File: src/rtl/pwm_clk_gen_pkg.sv
// ---------------------------------------------------------------------------
// pwm_clk_gen_pkg
// Shared types and constants for the PWM clock generator slice.
//   _pwm_onoff    : PWM run state; only PWM_OFF allows divider shadow loads
//   _clkgen_state : per-channel divider FSM state
//   PWM_N_CLK     : number of generated PWM clocks
//   PWM_CLK_DIV_W : divider field width (half-period = div + 1 clk cycles)
// ---------------------------------------------------------------------------
package pwm_clk_gen_pkg;

  typedef enum logic [1:0] {
    PWM_OFF   = 2'd0,
    PWM_ON    = 2'd1,
    PWM_PAUSE = 2'd2
  } _pwm_onoff;

  typedef enum logic [1:0] {
    CLKGEN_IDLE = 2'd0,
    CLKGEN_LOW  = 2'd1,
    CLKGEN_HIGH = 2'd2
  } _clkgen_state;

  localparam int PWM_N_CLK     = 4;
  localparam int PWM_CLK_DIV_W = 16;

endpackage

File: src/rtl/pwm_clk_div.sv
// ---------------------------------------------------------------------------
// pwm_clk_div
// One divided-clock channel: IDLE/LOW/HIGH state machine with a half-period
// counter. Output and tick are registered.
// Ports:
//   clk      in  system clock
//   reset    in  asynchronous, active-low reset
//   en       in  channel enable; low forces IDLE on the next edge
//   div_sh   in  frozen half-period minus one
//   restart  in  restart the channel in LOW with a cleared counter
//   clk_out  out divided clock, 50% duty
//   tick     out one-cycle pulse in the first cycle clk_out is high
// ---------------------------------------------------------------------------
module pwm_clk_div
  import pwm_clk_gen_pkg::*;
#(
  parameter int DIV_W = PWM_CLK_DIV_W
) (
  input  logic             clk,
  input  logic             reset,
  input  logic             en,
  input  logic [DIV_W-1:0] div_sh,
  input  logic             restart,
  output logic             clk_out,
  output logic             tick
);

  _clkgen_state     state, state_nxt;
  logic [DIV_W-1:0] cnt, cnt_nxt;
  logic             out_nxt;
  logic             tick_nxt;

  // State, counter, output and tick all live in flops so nothing
  // combinational reaches the pins.
  always_ff @(posedge clk or negedge reset) begin
    if (!reset) begin
      state   <= CLKGEN_IDLE;
      cnt     <= '0;
      clk_out <= 1'b0;
      tick    <= 1'b0;
    end else begin
      state   <= state_nxt;
      cnt     <= cnt_nxt;
      clk_out <= out_nxt;
      tick    <= tick_nxt;
    end
  end

  // Disable beats restart, restart beats the normal phase progression.
  // The counter is compared against div_sh exactly, so it can never run
  // past the divider; a divider change always comes with a restart.
  always_comb begin
    state_nxt = state;
    cnt_nxt   = cnt;
    out_nxt   = clk_out;
    tick_nxt  = 1'b0;
    if (!en) begin
      state_nxt = CLKGEN_IDLE;
      cnt_nxt   = '0;
      out_nxt   = 1'b0;
    end else if (restart) begin
      state_nxt = CLKGEN_LOW;
      cnt_nxt   = '0;
      out_nxt   = 1'b0;
    end else begin
      case (state)
        CLKGEN_IDLE: begin
          state_nxt = CLKGEN_LOW;
          cnt_nxt   = '0;
          out_nxt   = 1'b0;
        end
        CLKGEN_LOW: begin
          if (cnt == div_sh) begin
            state_nxt = CLKGEN_HIGH;
            cnt_nxt   = '0;
            out_nxt   = 1'b1;
            tick_nxt  = 1'b1;
          end else begin
            cnt_nxt = cnt + DIV_W'(1);
            out_nxt = 1'b0;
          end
        end
        CLKGEN_HIGH: begin
          if (cnt == div_sh) begin
            state_nxt = CLKGEN_LOW;
            cnt_nxt   = '0;
            out_nxt   = 1'b0;
          end else begin
            cnt_nxt = cnt + DIV_W'(1);
            out_nxt = 1'b1;
          end
        end
        default: begin
          state_nxt = CLKGEN_IDLE;
          cnt_nxt   = '0;
          out_nxt   = 1'b0;
        end
      endcase
    end
  end

endmodule

File: src/rtl/pwm_clk_gen.sv
// ---------------------------------------------------------------------------
// pwm_clk_gen
// Generates four PWM clocks from clk with independent dividers. Divider
// requests are copied into shadows only while PWM is off, so a running
// carrier never sees its clock change rate.
// Ports:
//   clk                 in  system clock
//   reset               in  asynchronous, active-low reset
//   pwm_onoff           in  PWM run state; shadows load only at PWM_OFF
//   ch_en[3:0]          in  per-channel enable
//   div0..div3          in  requested half-period minus one
//   pwm0_clk..pwm3_clk  out divided clocks, 50% duty, registered
//   pwm_tick[3:0]       out one-cycle pulse when the matching clock rises
// Build option:
//   PWM_CLK_GEN_PHASE_ALIGN_EN - when defined, the edge from PWM_OFF into a
//   running state restarts every channel together so their phases line up.
// ---------------------------------------------------------------------------
module pwm_clk_gen
  import pwm_clk_gen_pkg::*;
#(
  parameter int DIV_W = PWM_CLK_DIV_W
) (
  input  logic                 clk,
  input  logic                 reset,
  input  _pwm_onoff            pwm_onoff,
  input  logic [PWM_N_CLK-1:0] ch_en,
  input  logic [DIV_W-1:0]     div0,
  input  logic [DIV_W-1:0]     div1,
  input  logic [DIV_W-1:0]     div2,
  input  logic [DIV_W-1:0]     div3,
  output logic                 pwm0_clk,
  output logic                 pwm1_clk,
  output logic                 pwm2_clk,
  output logic                 pwm3_clk,
  output logic [PWM_N_CLK-1:0] pwm_tick
);

  logic [DIV_W-1:0]     div_req [PWM_N_CLK];
  logic [DIV_W-1:0]     div_sh  [PWM_N_CLK];
  logic                 shadow_load;
  logic                 align_restart;
  logic [PWM_N_CLK-1:0] restart;
  logic [PWM_N_CLK-1:0] clk_vec;

  assign div_req[0] = div0;
  assign div_req[1] = div1;
  assign div_req[2] = div2;
  assign div_req[3] = div3;

  assign shadow_load = (pwm_onoff == PWM_OFF);

  // Shadow copies follow the requests every cycle PWM is off and hold
  // otherwise; the run state seen at the edge decides.
  always_ff @(posedge clk or negedge reset) begin
    if (!reset) begin
      for (int i = 0; i < PWM_N_CLK; i++) begin
        div_sh[i] <= '0;
      end
    end else if (shadow_load) begin
      for (int i = 0; i < PWM_N_CLK; i++) begin
        div_sh[i] <= div_req[i];
      end
    end
  end

`ifdef PWM_CLK_GEN_PHASE_ALIGN_EN
  logic prev_off;

  // Remember whether PWM was off last cycle so the first running cycle
  // can restart every channel at once.
  always_ff @(posedge clk or negedge reset) begin
    if (!reset) begin
      prev_off <= 1'b1;
    end else begin
      prev_off <= shadow_load;
    end
  end

  assign align_restart = prev_off && !shadow_load;
`else
  assign align_restart = 1'b0;
`endif

  // A channel restarts in the same edge its shadow takes a different
  // value, so the new rate starts from a clean LOW phase.
  always_comb begin
    restart = '0;
    for (int i = 0; i < PWM_N_CLK; i++) begin
      restart[i] = align_restart || (shadow_load && (div_req[i] != div_sh[i]));
    end
  end

  for (genvar g = 0; g < PWM_N_CLK; g++) begin : g_ch
    pwm_clk_div #(
      .DIV_W(DIV_W)
    ) u_div (
      .clk    (clk),
      .reset  (reset),
      .en     (ch_en[g]),
      .div_sh (div_sh[g]),
      .restart(restart[g]),
      .clk_out(clk_vec[g]),
      .tick   (pwm_tick[g])
    );
  end

  assign pwm0_clk = clk_vec[0];
  assign pwm1_clk = clk_vec[1];
  assign pwm2_clk = clk_vec[2];
  assign pwm3_clk = clk_vec[3];

endmodule
File: config.mk
export PLATFORM = sky130hd
export DESIGN_NAME = pwm_clk_gen
export DESIGN_NICKNAME = d
export VERILOG_FILES = /design/src/rtl/pwm_clk_gen_pkg.sv /design/src/rtl/pwm_clk_div.sv /design/src/rtl/pwm_clk_gen.sv
export SDC_FILE = /design/constraint.sdc
export NUM_CORES = 1
export LEC_CHECK = 0
export BUFFER_PORTS_ARGS = -buffer_cell sky130_fd_sc_hd__buf_2
export CAP_MARGIN = 20
export CORE_ASPECT_RATIO = 2
export CORE_MARGIN = 5
export CORE_UTILIZATION = 60
export DETAILED_ROUTE_END_ITERATION = 12
export PLACE_DENSITY = 0.82
export SLEW_MARGIN = 20
export SYNTH_ARGS = -nofsm -noshare
export SYNTH_HDL_FRONTEND = slang
export SYNTH_SLANG_ARGS = --single-unit
File: constraint.sdc
create_clock -name clk -period 2.5 [get_ports clk]
set_clock_uncertainty 0.15 [all_clocks]
set_input_delay 0.375 -clock clk [delete_from_list [all_inputs] [get_ports clk]]
set_output_delay 0.375 -clock clk [all_outputs]
set_load 0.02 [all_outputs]
==> impl_metrics.env <==
export IMPL_viasPerCell=5.83
export IMPL_port_buffers=79
export IMPL_worst_setup_path_start_kind="register"
export IMPL_tritoncts="yes"
export IMPL_via_count=5595
export IMPL_grt_pass1_vias=6183
export IMPL_io_pins=80
export IMPL_instances_no_fill=960
export IMPL_grt_antenna_before_repair=0
export IMPL_multi_input_area_mm2=0.00415
export IMPL_rows=59
export IMPL_place_gp_congestion=0.874
export IMPL_hold_path_depth=3
export IMPL_synth_compound_area_share=0.0296
export IMPL_crit_path_end_kind="register"
export IMPL_cts_made_buffers=17
export IMPL_die_w_um=91.4
export IMPL_outcome="completed"
export IMPL_fillCellCount=969
export IMPL_syn_area_per_cell_um2=11.2
export IMPL_yosysWarnings=0
export IMPL_powerDensity_mw_per_mm2=668
export IMPL_htree_levels=4
export IMPL_maxSlewHeadroom=0.559
export IMPL_path_class="register to register"
export IMPL_root_buffer="clkbuf_16"
export IMPL_wire_per_inst_um=18.4
export IMPL_nets=889
export IMPL_utilization=0.698
export IMPL_p_leak_uw=0.00397
export IMPL_setup_violations=0
export IMPL_drtIter0Drc=207
export IMPL_track_usage=0.234
export IMPL_clock_sinks=144
export IMPL_synth_edf_count=0
export IMPL_grt_overflow_total=0
export IMPL_finalCritPeriodShare=0.888
export IMPL_hpwl_mm=13.3
export IMPL_critPathArrivalTime_ps=2340
export IMPL_grt_pass1_wl_mm=30.0
export IMPL_layout_common_cells="162 x xor2_1, 144 x dfrtp_1, 78 x buf_2, 64 x mux2_2, 40 x nor2_1"
export IMPL_final_setup_tns_ps=0
export IMPL_die_h_um=173
export IMPL_synthSimpleGateAreaFrac=0.166
export IMPL_register_area_mm2=0.00360
export IMPL_synth_top_family_by_area="XOR/XNOR gates"
export IMPL_clk_pin_slew_ps=60
export IMPL_cap_violations=0
export IMPL_syn_to_final_growth_pct=13.9
export IMPL_grt_setup_unrepaired="false"
export IMPL_syn_inst=709
export IMPL_core_area_mm2=0.0130
export IMPL_drc=0
export IMPL_critPathMaxFanout=3
export IMPL_peakVddDrop_v=0.000581
export IMPL_synth_cell_types=30
export IMPL_synthMuxAreaShare=0.0906
export IMPL_critPathRequiredTime_ps=2620
export IMPL_final_common_cell="xor2_1"
export IMPL_cts_max_path_buffers=2
export IMPL_finalHoldViolCount=0
export IMPL_placedCellCount=929
export IMPL_initial_utilization=0.613
export IMPL_tightest_slew_ps=656
export IMPL_synthArstFlopShare=1.00
export IMPL_drtAntennaViolNets=0
export IMPL_synth_seq_area_share=0.453
export IMPL_slew_viol_final=0
export IMPL_wl_mm=17.7
export IMPL_grt_max_degree=61
export IMPL_ys_ff_latch=144
export IMPL_synth_ff_type="dfrtp_1"
export IMPL_min_path_type="input port to register"
export IMPL_synthAdderAreaFrac=0.0314
export IMPL_syn_nets=801
export IMPL_drtPass1Iterations=4
export IMPL_syn_area_mm2=0.00796
export IMPL_drive_gt1_frac=0.300
export IMPL_n_antenna_cell=0
export IMPL_fin_crit_ps=2220
export IMPL_fmax_mhz=450
export IMPL_synthXorXnorAreaFrac=0.202
export IMPL_worst_skew_pair_late_latency_ps=410
export IMPL_rr_worst_depth=5
export IMPL_hold_worst_slack_ps=69.5
export IMPL_dieArea_mm2=0.0158
[flip-flops by register name, summed over array words and instances (netlist names)]
name	count
div_sh	64
g_ch.u_div.cnt	64
g_ch.u_div.state	8
g_ch.u_div.clk_out	4
g_ch.u_div.tick	4
[stage by stage]
step / total power, uW / setup slack, ps / cell area [um2]
global route: 6330 / 201 / 9070
CTS: 6090 / 176 / 9060
global placement: 3720 / 230 / 8520
finish: 6060 / 280 / 9070
floorplan: 3440 / 687 / 7960
detailed placement: 3800 / 105 / 8520
[cell type report]
| class | instances | share of cell area |
|---|---|---|
| multi-input cells | 523 | 0.457 |
| inverters | 21 | 0.00869 |
| repair buffers | 90 | 0.0578 |
| clock buffers | 24 | 0.0509 |
| flip-flops and latches | 144 | 0.397 |
| clock inverters | 6 | 0.00676 |
| well taps | 152 | 0.0210 |
[routing by layer]
| layer | vias up | share of wire | GRT usage |
|---|---|---|---|
| met5 | - | 0 | 0 |
| met4 | 0 | 0.041 | 0.117 |
| met3 | 57 | 0.036 | 0.0513 |
| met2 | 151 | 0.57 | 0.432 |
| met1 | 2785 | 0.35 | 0.241 |
| li1 | 2602 | - | - |
[path summary, 6_finish.rpt]
kind / to / startpoint / slack, ps
min: g_ch[1].u_div.state[0]$_DFFE_PN0P_ / ch_en[1] / 70
max: g_ch[3].u_div.state[0]$_DFFE_PN0P_ / div_sh[0]$_DFFE_PN0N_ / 280
min in group asynchronous: div_sh[54]$_DFFE_PN0N_ / reset / 350
max in group asynchronous: g_ch[2].u_div.cnt[8]$_DFF_PN0_ / reset / 1110
max reg2reg: g_ch[3].u_div.state[0]$_DFFE_PN0P_ / div_sh[0]$_DFFE_PN0N_ / 280
min reg2reg: g_ch[3].u_div.cnt[0]$_DFF_PN0_ / g_ch[3].u_div.cnt[0]$_DFF_PN0_ / 390
[cell usage after synthesis, types with 2 or more instances]
cell,instances,area (um2)
xnor2_1,22,193
nor3_1,8,40.0
and4_1,8,70.1
nor2_2,39,244
nor4_2,19,238
clkbuf_1,2,7.51
o21ai_0,8,40.0
or3_1,5,31.3
xor2_1,162,1420
dfrtp_1,144,3600
nor4_1,20,125
buf_4,5,37.5
inv_1,21,78.8
nand2_1,33,124
nand3_1,25,125
and3_1,6,37.5
buf_6,4,45.0
a211oi_1,8,60.1
a21oi_1,8,40.0
buf_2,7,35.0
ha_1,20,250
mux2_2,64,721
o2111ai_2,4,60.1
nand4_1,17,106
nor2_1,40,150
a2111oi_0,4,35.0
clkbuf_2,3,15.0
[where the power goes]
group          internal [uW]  switching (uW)  leakage, uW  total [uW]
Combinational            462             552      0.00186        1010
Clock                   1380             909     0.000254        2290
Sequential              2530             232      0.00186        2760
[logic make-up after synthesis]
logic type | count (synthesis)
AND/OR/NAND/NOR | 223
XOR/XNOR | 184
flip-flops | 144
multiplexers | 64
buffers and inverters | 42
AO/OA/AOI/OAI | 32
adder cells (fa/ha/maj) | 20
[worst max-delay path, stage by stage (launching register included)]
cell	delay, ps
dfrtp_1	410
xor2_1	170
nor4_2	450
nand4_1	210
a2111oi_0	560
a211oi_1	120
[repair_timing]
action	in CTS	in global routing
setup buffers	0	0
setup endpoints to repair	0	1
gates resized for setup	0	1
hold endpoints to repair	56	0
hold buffers	1	0
Note: power is estimated with default switching activity, not from simulation.
